[config.mk]
export PLATFORM = sky130hd
export DESIGN_NAME = cplx_bank_max_ctrl
export DESIGN_NICKNAME = d
export VERILOG_FILES = /design/src/rtl/cplx_bank_pkg.sv /design/src/rtl/cplx_mag.sv /design/src/rtl/cplx_bank_max_ctrl.sv
export SDC_FILE = /design/constraint.sdc
export NUM_CORES = 2
export LEC_CHECK = 0
export CAP_MARGIN = 25
export CORE_MARGIN = 5
export CORE_UTILIZATION = 46
export DETAILED_ROUTE_END_ITERATION = 8
export GPL_ROUTABILITY_DRIVEN = 0
export PLACE_DENSITY = 0.67
export SKIP_CTS_REPAIR_TIMING = 1
export SYNTH_ARGS = -nofsm -noshare
export SYNTH_HDL_FRONTEND = slang
export SYNTH_SLANG_ARGS = --single-unit
[constraint.sdc]
create_clock -name clk -period 7.86 [get_ports clk]
set_clock_uncertainty 0.15 [all_clocks]
set_input_delay 2.358 -clock clk [delete_from_list [all_inputs] [get_ports clk]]
set_output_delay 2.358 -clock clk [all_outputs]
set_load 0.005 [all_outputs]
[src/rtl/cplx_bank_pkg.sv]
// Shared definitions for the four-bank complex-sample peak search.
//   NUM_BANKS / BANK_SEL_W : bank count and bank-select width
//   state_e                : sequencer states
//   mag_width()            : width of a per-sample magnitude for a given component width
package cplx_bank_pkg;

    localparam int unsigned NUM_BANKS  = 4;
    localparam int unsigned BANK_SEL_W = 2;

    typedef enum logic [2:0] {
        IDLE,
        FILL,
        SCAN,
        FLUSH,
        DONE
    } state_e;

    // Squared magnitude of two WIDTH-bit components needs 2*WIDTH bits, unsigned.
    function automatic int unsigned mag_width(input int unsigned width);
        return 2 * width;
    endfunction

endpackage

[src/rtl/cplx_mag.sv]
// Registered magnitude of one complex sample.
//   clk, rst : clock, synchronous active-high reset
//   re_i     : real part, two's complement
//   im_i     : imaginary part, two's complement
//   mag_o    : re*re + im*im, unsigned; one cycle after re_i/im_i
// Build option CPLX_MAG_L1_EN: mag_o = |re| + |im| zero-extended, no multipliers.
module cplx_mag
    import cplx_bank_pkg::*;
#(
    parameter int unsigned WIDTH = 8
) (
    input  logic                         clk,
    input  logic                         rst,
    input  logic [WIDTH-1:0]             re_i,
    input  logic [WIDTH-1:0]             im_i,
    output logic [mag_width(WIDTH)-1:0]  mag_o
);

    localparam int unsigned MagW = mag_width(WIDTH);

    logic [MagW-1:0] mag_d, mag_q;

`ifdef CPLX_MAG_L1_EN
    // One extra bit so |-2**(WIDTH-1)| does not wrap.
    logic signed [WIDTH:0] re_x, im_x;
    logic        [WIDTH:0] re_abs, im_abs;
    logic      [WIDTH+1:0] l1_sum;

    always_comb begin
        re_x   = {re_i[WIDTH-1], re_i};
        im_x   = {im_i[WIDTH-1], im_i};
        re_abs = re_x[WIDTH] ? -re_x : re_x;
        im_abs = im_x[WIDTH] ? -im_x : im_x;
        l1_sum = {1'b0, re_abs} + {1'b0, im_abs};
        mag_d  = MagW'(l1_sum);
    end
`else
    // Sign-extend to the full product width; each square is non-negative and
    // the sum of two squares fits in MagW bits when read as unsigned.
    logic signed [MagW-1:0] re_x, im_x, re_sq, im_sq;

    always_comb begin
        re_x  = {{(MagW - WIDTH){re_i[WIDTH-1]}}, re_i};
        im_x  = {{(MagW - WIDTH){im_i[WIDTH-1]}}, im_i};
        re_sq = re_x * re_x;
        im_sq = im_x * im_x;
        mag_d = re_sq + im_sq;
    end
`endif

    always_ff @(posedge clk) begin
        if (rst) begin
            mag_q <= '0;
        end else begin
            mag_q <= mag_d;
        end
    end

    assign mag_o = mag_q;

endmodule

[src/rtl/cplx_bank_max_ctrl.sv]
// Fill/scan sequencer for four dual-port complex-sample RAM banks; reports the
// index and magnitude of the largest sample.
//   clk, rst              : clock, synchronous active-high reset
//   start                 : begins a pass when idle
//   in_valid/in_ready     : sample stream handshake, in_real/in_imag payload
//   we_*/din_*/w_addr     : bank write side (sample n -> bank n%4, addr n/4)
//   r_addr, dout_*        : bank read side, 1-cycle read latency
//   busy, done            : status, done pulses with max_idx/max_mag valid
// Build option CPLX_MAG_L1_EN selects |re|+|im| inside cplx_mag.
module cplx_bank_max_ctrl
    import cplx_bank_pkg::*;
#(
    parameter int unsigned WIDTH      = 8,
    parameter int unsigned ADDR_WIDTH = 3,
    parameter int unsigned DEPTH      = 8
) (
    input  logic                          clk,
    input  logic                          rst,
    input  logic                          start,
    input  logic                          in_valid,
    output logic                          in_ready,
    input  logic [WIDTH-1:0]              in_real,
    input  logic [WIDTH-1:0]              in_imag,
    output logic [NUM_BANKS-1:0]          we_real,
    output logic [NUM_BANKS-1:0]          we_imag,
    output logic [NUM_BANKS*WIDTH-1:0]    din_real,
    output logic [NUM_BANKS*WIDTH-1:0]    din_imag,
    output logic [ADDR_WIDTH-1:0]         w_addr,
    output logic [ADDR_WIDTH-1:0]         r_addr,
    input  logic [NUM_BANKS*WIDTH-1:0]    dout_real,
    input  logic [NUM_BANKS*WIDTH-1:0]    dout_imag,
    output logic                          busy,
    output logic                          done,
    output logic [ADDR_WIDTH+1:0]         max_idx,
    output logic [2*WIDTH-1:0]            max_mag
);

    localparam int unsigned CntW = ADDR_WIDTH + BANK_SEL_W;
    localparam int unsigned MagW = mag_width(WIDTH);
    localparam logic [CntW-1:0] FillLast = CntW'(NUM_BANKS * DEPTH - 1);
    localparam logic [CntW-1:0] ScanLast = CntW'(DEPTH - 1);
    localparam logic [CntW-1:0] FlushLast = CntW'(1);

    state_e state_d, state_q;
    logic [CntW-1:0] cnt_d, cnt_q;
    logic scan_init, scan_v;

    // Read pipeline: rd_* aligns with dout, cap_* with the captured data,
    // mag_* with the registered magnitudes.
    logic rd_v_q, cap_v_q, mag_v_q;
    logic [ADDR_WIDTH-1:0] rd_addr_q, cap_addr_q, mag_addr_q;
    logic [NUM_BANKS*WIDTH-1:0] cap_re_q, cap_im_q;
    logic [MagW-1:0] mag [NUM_BANKS];

    logic [ADDR_WIDTH+1:0] max_idx_d, max_idx_q;
    logic [MagW-1:0] max_mag_d, max_mag_q;
    logic done_q;

    always_comb begin
        state_d   = state_q;
        cnt_d     = cnt_q;
        in_ready  = 1'b0;
        we_real   = '0;
        we_imag   = '0;
        din_real  = '0;
        din_imag  = '0;
        w_addr    = '0;
        r_addr    = '0;
        scan_init = 1'b0;
        scan_v    = 1'b0;
        unique case (state_q)
            IDLE: begin
                if (start) begin
                    state_d = FILL;
                    cnt_d   = '0;
                end
            end
            FILL: begin
                in_ready = 1'b1;
                din_real = {NUM_BANKS{in_real}};
                din_imag = {NUM_BANKS{in_imag}};
                w_addr   = cnt_q[CntW-1:BANK_SEL_W];
                if (in_valid) begin
                    we_real = NUM_BANKS'(1) << cnt_q[BANK_SEL_W-1:0];
                    we_imag = NUM_BANKS'(1) << cnt_q[BANK_SEL_W-1:0];
                    if (cnt_q == FillLast) begin
                        state_d   = SCAN;
                        cnt_d     = '0;
                        scan_init = 1'b1;
                    end else begin
                        cnt_d = cnt_q + 1'b1;
                    end
                end
            end
            SCAN: begin
                scan_v = 1'b1;
                r_addr = cnt_q[ADDR_WIDTH-1:0];
                if (cnt_q == ScanLast) begin
                    state_d = FLUSH;
                    cnt_d   = '0;
                end else begin
                    cnt_d = cnt_q + 1'b1;
                end
            end
            FLUSH: begin
                if (cnt_q == FlushLast) begin
                    state_d = DONE;
                    cnt_d   = '0;
                end else begin
                    cnt_d = cnt_q + 1'b1;
                end
            end
            DONE: begin
                state_d = IDLE;
            end
            default: begin
                state_d = IDLE;
            end
        endcase
    end

    for (genvar g = 0; g < NUM_BANKS; g++) begin : g_mag
        cplx_mag #(
            .WIDTH (WIDTH)
        ) u_mag (
            .clk   (clk),
            .rst   (rst),
            .re_i  (cap_re_q[g*WIDTH +: WIDTH]),
            .im_i  (cap_im_q[g*WIDTH +: WIDTH]),
            .mag_o (mag[g])
        );
    end

    // Bank 0 first and strict '>' so ties keep the lowest index; earlier
    // addresses already sit in the running max.
    always_comb begin
        max_mag_d = max_mag_q;
        max_idx_d = max_idx_q;
        for (int b = 0; b < NUM_BANKS; b++) begin
            if (mag[b] > max_mag_d) begin
                max_mag_d = mag[b];
                max_idx_d = {mag_addr_q, BANK_SEL_W'(b)};
            end
        end
    end

    always_ff @(posedge clk) begin
        if (rst) begin
            state_q    <= IDLE;
            cnt_q      <= '0;
            rd_v_q     <= 1'b0;
            cap_v_q    <= 1'b0;
            mag_v_q    <= 1'b0;
            rd_addr_q  <= '0;
            cap_addr_q <= '0;
            mag_addr_q <= '0;
            cap_re_q   <= '0;
            cap_im_q   <= '0;
            max_idx_q  <= '0;
            max_mag_q  <= '0;
            done_q     <= 1'b0;
        end else begin
            state_q    <= state_d;
            cnt_q      <= cnt_d;
            rd_v_q     <= scan_v;
            cap_v_q    <= rd_v_q;
            mag_v_q    <= cap_v_q;
            rd_addr_q  <= r_addr;
            cap_addr_q <= rd_addr_q;
            mag_addr_q <= cap_addr_q;
            cap_re_q   <= dout_real;
            cap_im_q   <= dout_imag;
            if (scan_init) begin
                max_idx_q <= '0;
                max_mag_q <= '0;
            end else if (mag_v_q) begin
                max_idx_q <= max_idx_d;
                max_mag_q <= max_mag_d;
            end
            // The last running-max update lands on the DONE cycle, so the
            // pulse follows one cycle later.
            done_q     <= (state_q == DONE);
        end
    end

    assign busy    = (state_q != IDLE);
    assign done    = done_q;
    assign max_idx = max_idx_q;
    assign max_mag = max_mag_q;

endmodule

==> metrics.md <==
| Metric | Value |
|---|---|
| Status | finished with violations |
| Failing checks | negative setup slack |
| Port bufs | 185 |
| Starting Density | 46.47% |
| FFs w/ async S/R, synth | 0% |
| Initial antenna violation count | 0 |
| Die height | 245.9 um |
| Headroom to the max-slew limit | 27.68% |
| CP max-delay cell | or3_4 |
| Comb power frac | between 70% and 80% |
| Area delta synth->final | 16.46% |
| GRT Overall Usage | 19.13% |
| PnR worst setup slack | -695.0 ps |
| Sequential share of power | 15.2% |
| Hold Crit Class | flop to flop |
| Worst-margin pin slew | 1083 ps |
| Global-route wire length before repair | about 94 mm |
| Root Buffer | clkbuf_16 |
| Synth top cells by count | 619 x inv_1, 466 x fa_1, 273 x ha_1, 170 x and2_1, 170 x dfxtp_1 |
| Post-synthesis sequential area ratio | 13.29% |
| Power Dens Cells | 257.6 mW/mm2 |
| Critical Path Max Stage Delay | 440 ps |
| Yosys Warn Count | 0 |
| Drt pass-1 iters | 5 |
| Setup crit end kind | flop |
| Sw frac | 44.91% |
| Row cnt | 86 |
| Synth area leaders | fa_1 36%, ha_1 13%, dfxtp_1 13% |
| Post-synth top flop | dfxtp_1 |
| Power after layout | 7680 uW |
| Placement Cell Area | 0.02870 mm2 |
| Clk_lat worst skew | 500 ps |
| CTS Buffer Depth | 2 |
| Wirelength per Cell | 15.12 um |
| Syn Nets | 3511 |
| Die W | between 200 and 250 um |
| CTS sink cnt | 170 |
| Core area | between 0.05 and 0.06 mm2 |
| Largest net degree at the start of global routing | 65 |
| Die area | 0.06047 mm2 |
| CTS tree | built |
| Critical path origin | max_mag[5] |
| Clk pwr share | between 10% and 20% |
| P_leak | 0.01367 uW |
| Drt first-iter violations | 793 |
| Setup violations, final | 21 |
| P_int | 4231 uW |
| DRC | 0 |
| Post-DP HPWL | 47.15 mm |
| Reg clk slew, reported paths | 80 ps |
| F_max | 0.1169 GHz |
| Synth Instances | 2688 |
| Max IR drop VDD | 0.2659 mV |
| Net count reported at finish | 3733 |
| Antenna-violating nets left | 0 |
| Routed WL | approximately 55 mm |
| Hold Vio Cnt, Final | 0 |
| CP startpoint kind | flop |
| Avg Cell Area, Syn | about 9.5 um2 |
| Critical R2R Capture | max_mag[7] |
| Vias in the first global route | ~19000 |
| CTS buffer count | 17 |
| Layout cells sized above 1 | 9.134% |
| Critical Path RT | 8120 ps |
| RSZ-0062 raised after global routing | yes |
| Vias per cell | a little under 5 |
| Worst Path Arrival | 8810 ps |
| R2R cell count | 43 |
| Mapped cell area | 0.02560 mm2 |
| IO Count | 186 |
| Placed Cells | about 3600 |
| Switch Pwr | 3449 uW |
| Max-cap violations | 0 |
| Via count | 18090 |
| Design Area, Final | about 0.030 mm2 |
| Max FO, Critical Path | 7 |
| Critical Path Sink | max_mag[7] |
| Final non-filler cell total | 3671 |
| Period utilization | 108.8% |
| Hold Crit Depth | 1 |
| ANT cells | 0 |
| GRT overflow | 0 |
| EDFF count, synth | 0 |
| Post-synth top area cell | fa_1 |
| CTS H-tree lvls | 4 |
| Worst r2r src | max_mag[5] |
| Min Tclk post-route | 8555 ps |
| Crit path kind | flop to flop |
| R2R Setup Slk | -690 ps |
| Yosys top cell area share | 36.44% |
| Max Slew Vio Count | 0 |
| Post-synthesis cell type count | 63 |
| Seq cells post-synth | 170 |
| Fillers | 4962 |
| Most frequent cell after synthesis | inv_1 |
-- through the flow --
stage               util (%)  hold WS (ps)  setup WS, ps  TNS (ps)
global route           54.12         307.2         -1097    -21350
floorplan                  -         263.8        -98.65    -819.7
global placement       52.10         276.5        -348.5     -5458
finish                 54.12         288.4        -695.0    -12860
detailed placement     52.10         274.2        -707.0    -13040
CTS                    53.24         290.7        -758.9    -14230
-- registers in the layout (all words and copies together), names as in the netlist, 5 cells and up --
| name | cells |
|---|---|
| cnt_q | 5 |
| max_idx | 5 |
| max_mag | 16 |
| cap_re_q | 32 |
| g_mag.u_mag.mag_o | 64 |
| cap_im_q | 32 |
-- cell families after synthesis --
logic type                 count (synthesis)  share of synthesized area [%]
AOI/OAI and AO/OA                        219                          5.752
xor gates and xnor gates                 119                          4.071
adders and majority gates                739                          49.78
buffers and inverters                    744                          11.70
DFF                                      170                          13.29
muxes                                     19                         0.8993
and+or+nand+nor                          678                          14.50
-- cell usage in the layout (no fill, tap or decap), types with 6 or more instances in the layout --
master and instances:
a21o_1 21, and3_1 11, or3_1 21, o21ai_1 9, inv_1 618, nand2_1 106, dfxtp_1 165, and2_1 170
mux2_4 6, nand4_1 21, clkdlybuf4s50_1 184, ha_1 264, o21a_1 14, xnor2_1 96, buf_4 131, mux2_2 8
fa_1 466, o211ai_1 19, o21bai_1 16, or2_2 9, a21oi_2 11, a21oi_1 78, ha_4 8, o21ai_0 11
buf_6 12, clkbuf_16 17, nor2_1 107, nand2b_1 14, nor3_1 15, nand3_1 9, nor2b_1 163, xor2_1 23
-- power groups by stage --
| stage | Sequential, uW | Clock [uW] | Combinational [uW] |
|---|---|---|---|
| CTS | 1160 | 936 | 5100 |
| finish | 1170 | 908 | 5610 |
| floorplan | 1080 | 0 | 3630 |
| global placement | 1180 | 0 | 4900 |
| detailed placement | 1180 | 0 | 5070 |
| global route | 1180 | 967 | 6260 |
-- layer usage --
metal,wire length (um),up-vias,track usage (%)
met5,0,-,0
met1,22980,9090,23.82
met2,28800,392,34.59
li1,-,8527,-
met3,2499,84,2.728
met4,1212,0,5.612
-- worst max-delay path, delay by kind of cell (launching register included) --
| family | cells | cell delay (ps) |
|---|---|---|
| AND/OR/NAND/NOR | 11 | 1670 |
| buffers and inverters | 5 | 740 |
| AO/OA/AOI/OAI | 22 | 4070 |
| adder cells (fa/ha/maj) | 4 | 1130 |
| multiplexers | 1 | 310 |
| flip-flops | 1 | 350 |
-- cell type report --
cell class              count  area (um2)  share of cell area (%)
clock buffers              17       425.4                   1.427
repair buffers            328        2965                   9.945
well taps                 748       935.9                   3.139
clock inverters            15       201.4                  0.6756
flip-flops and latches    170        3410                   11.44
multi-input cells        1774       19560                   65.59
inverters                 619        2323                   7.793
-- worst min-delay path by stage --
stage | startpoint | endpoint | slack (ps)
final | rd_v_q | cap_v_q | 290
after global routing | rd_v_q | cap_v_q | 310
after CTS | rd_v_q | cap_v_q | 290
after detailed placement | rd_v_q | cap_v_q | 270
after global placement | cap_v_q | mag_v_q | 280
after floorplan | rd_addr_q[0] | cap_addr_q[0] | 260
Power figures use the tool's default switching activity.
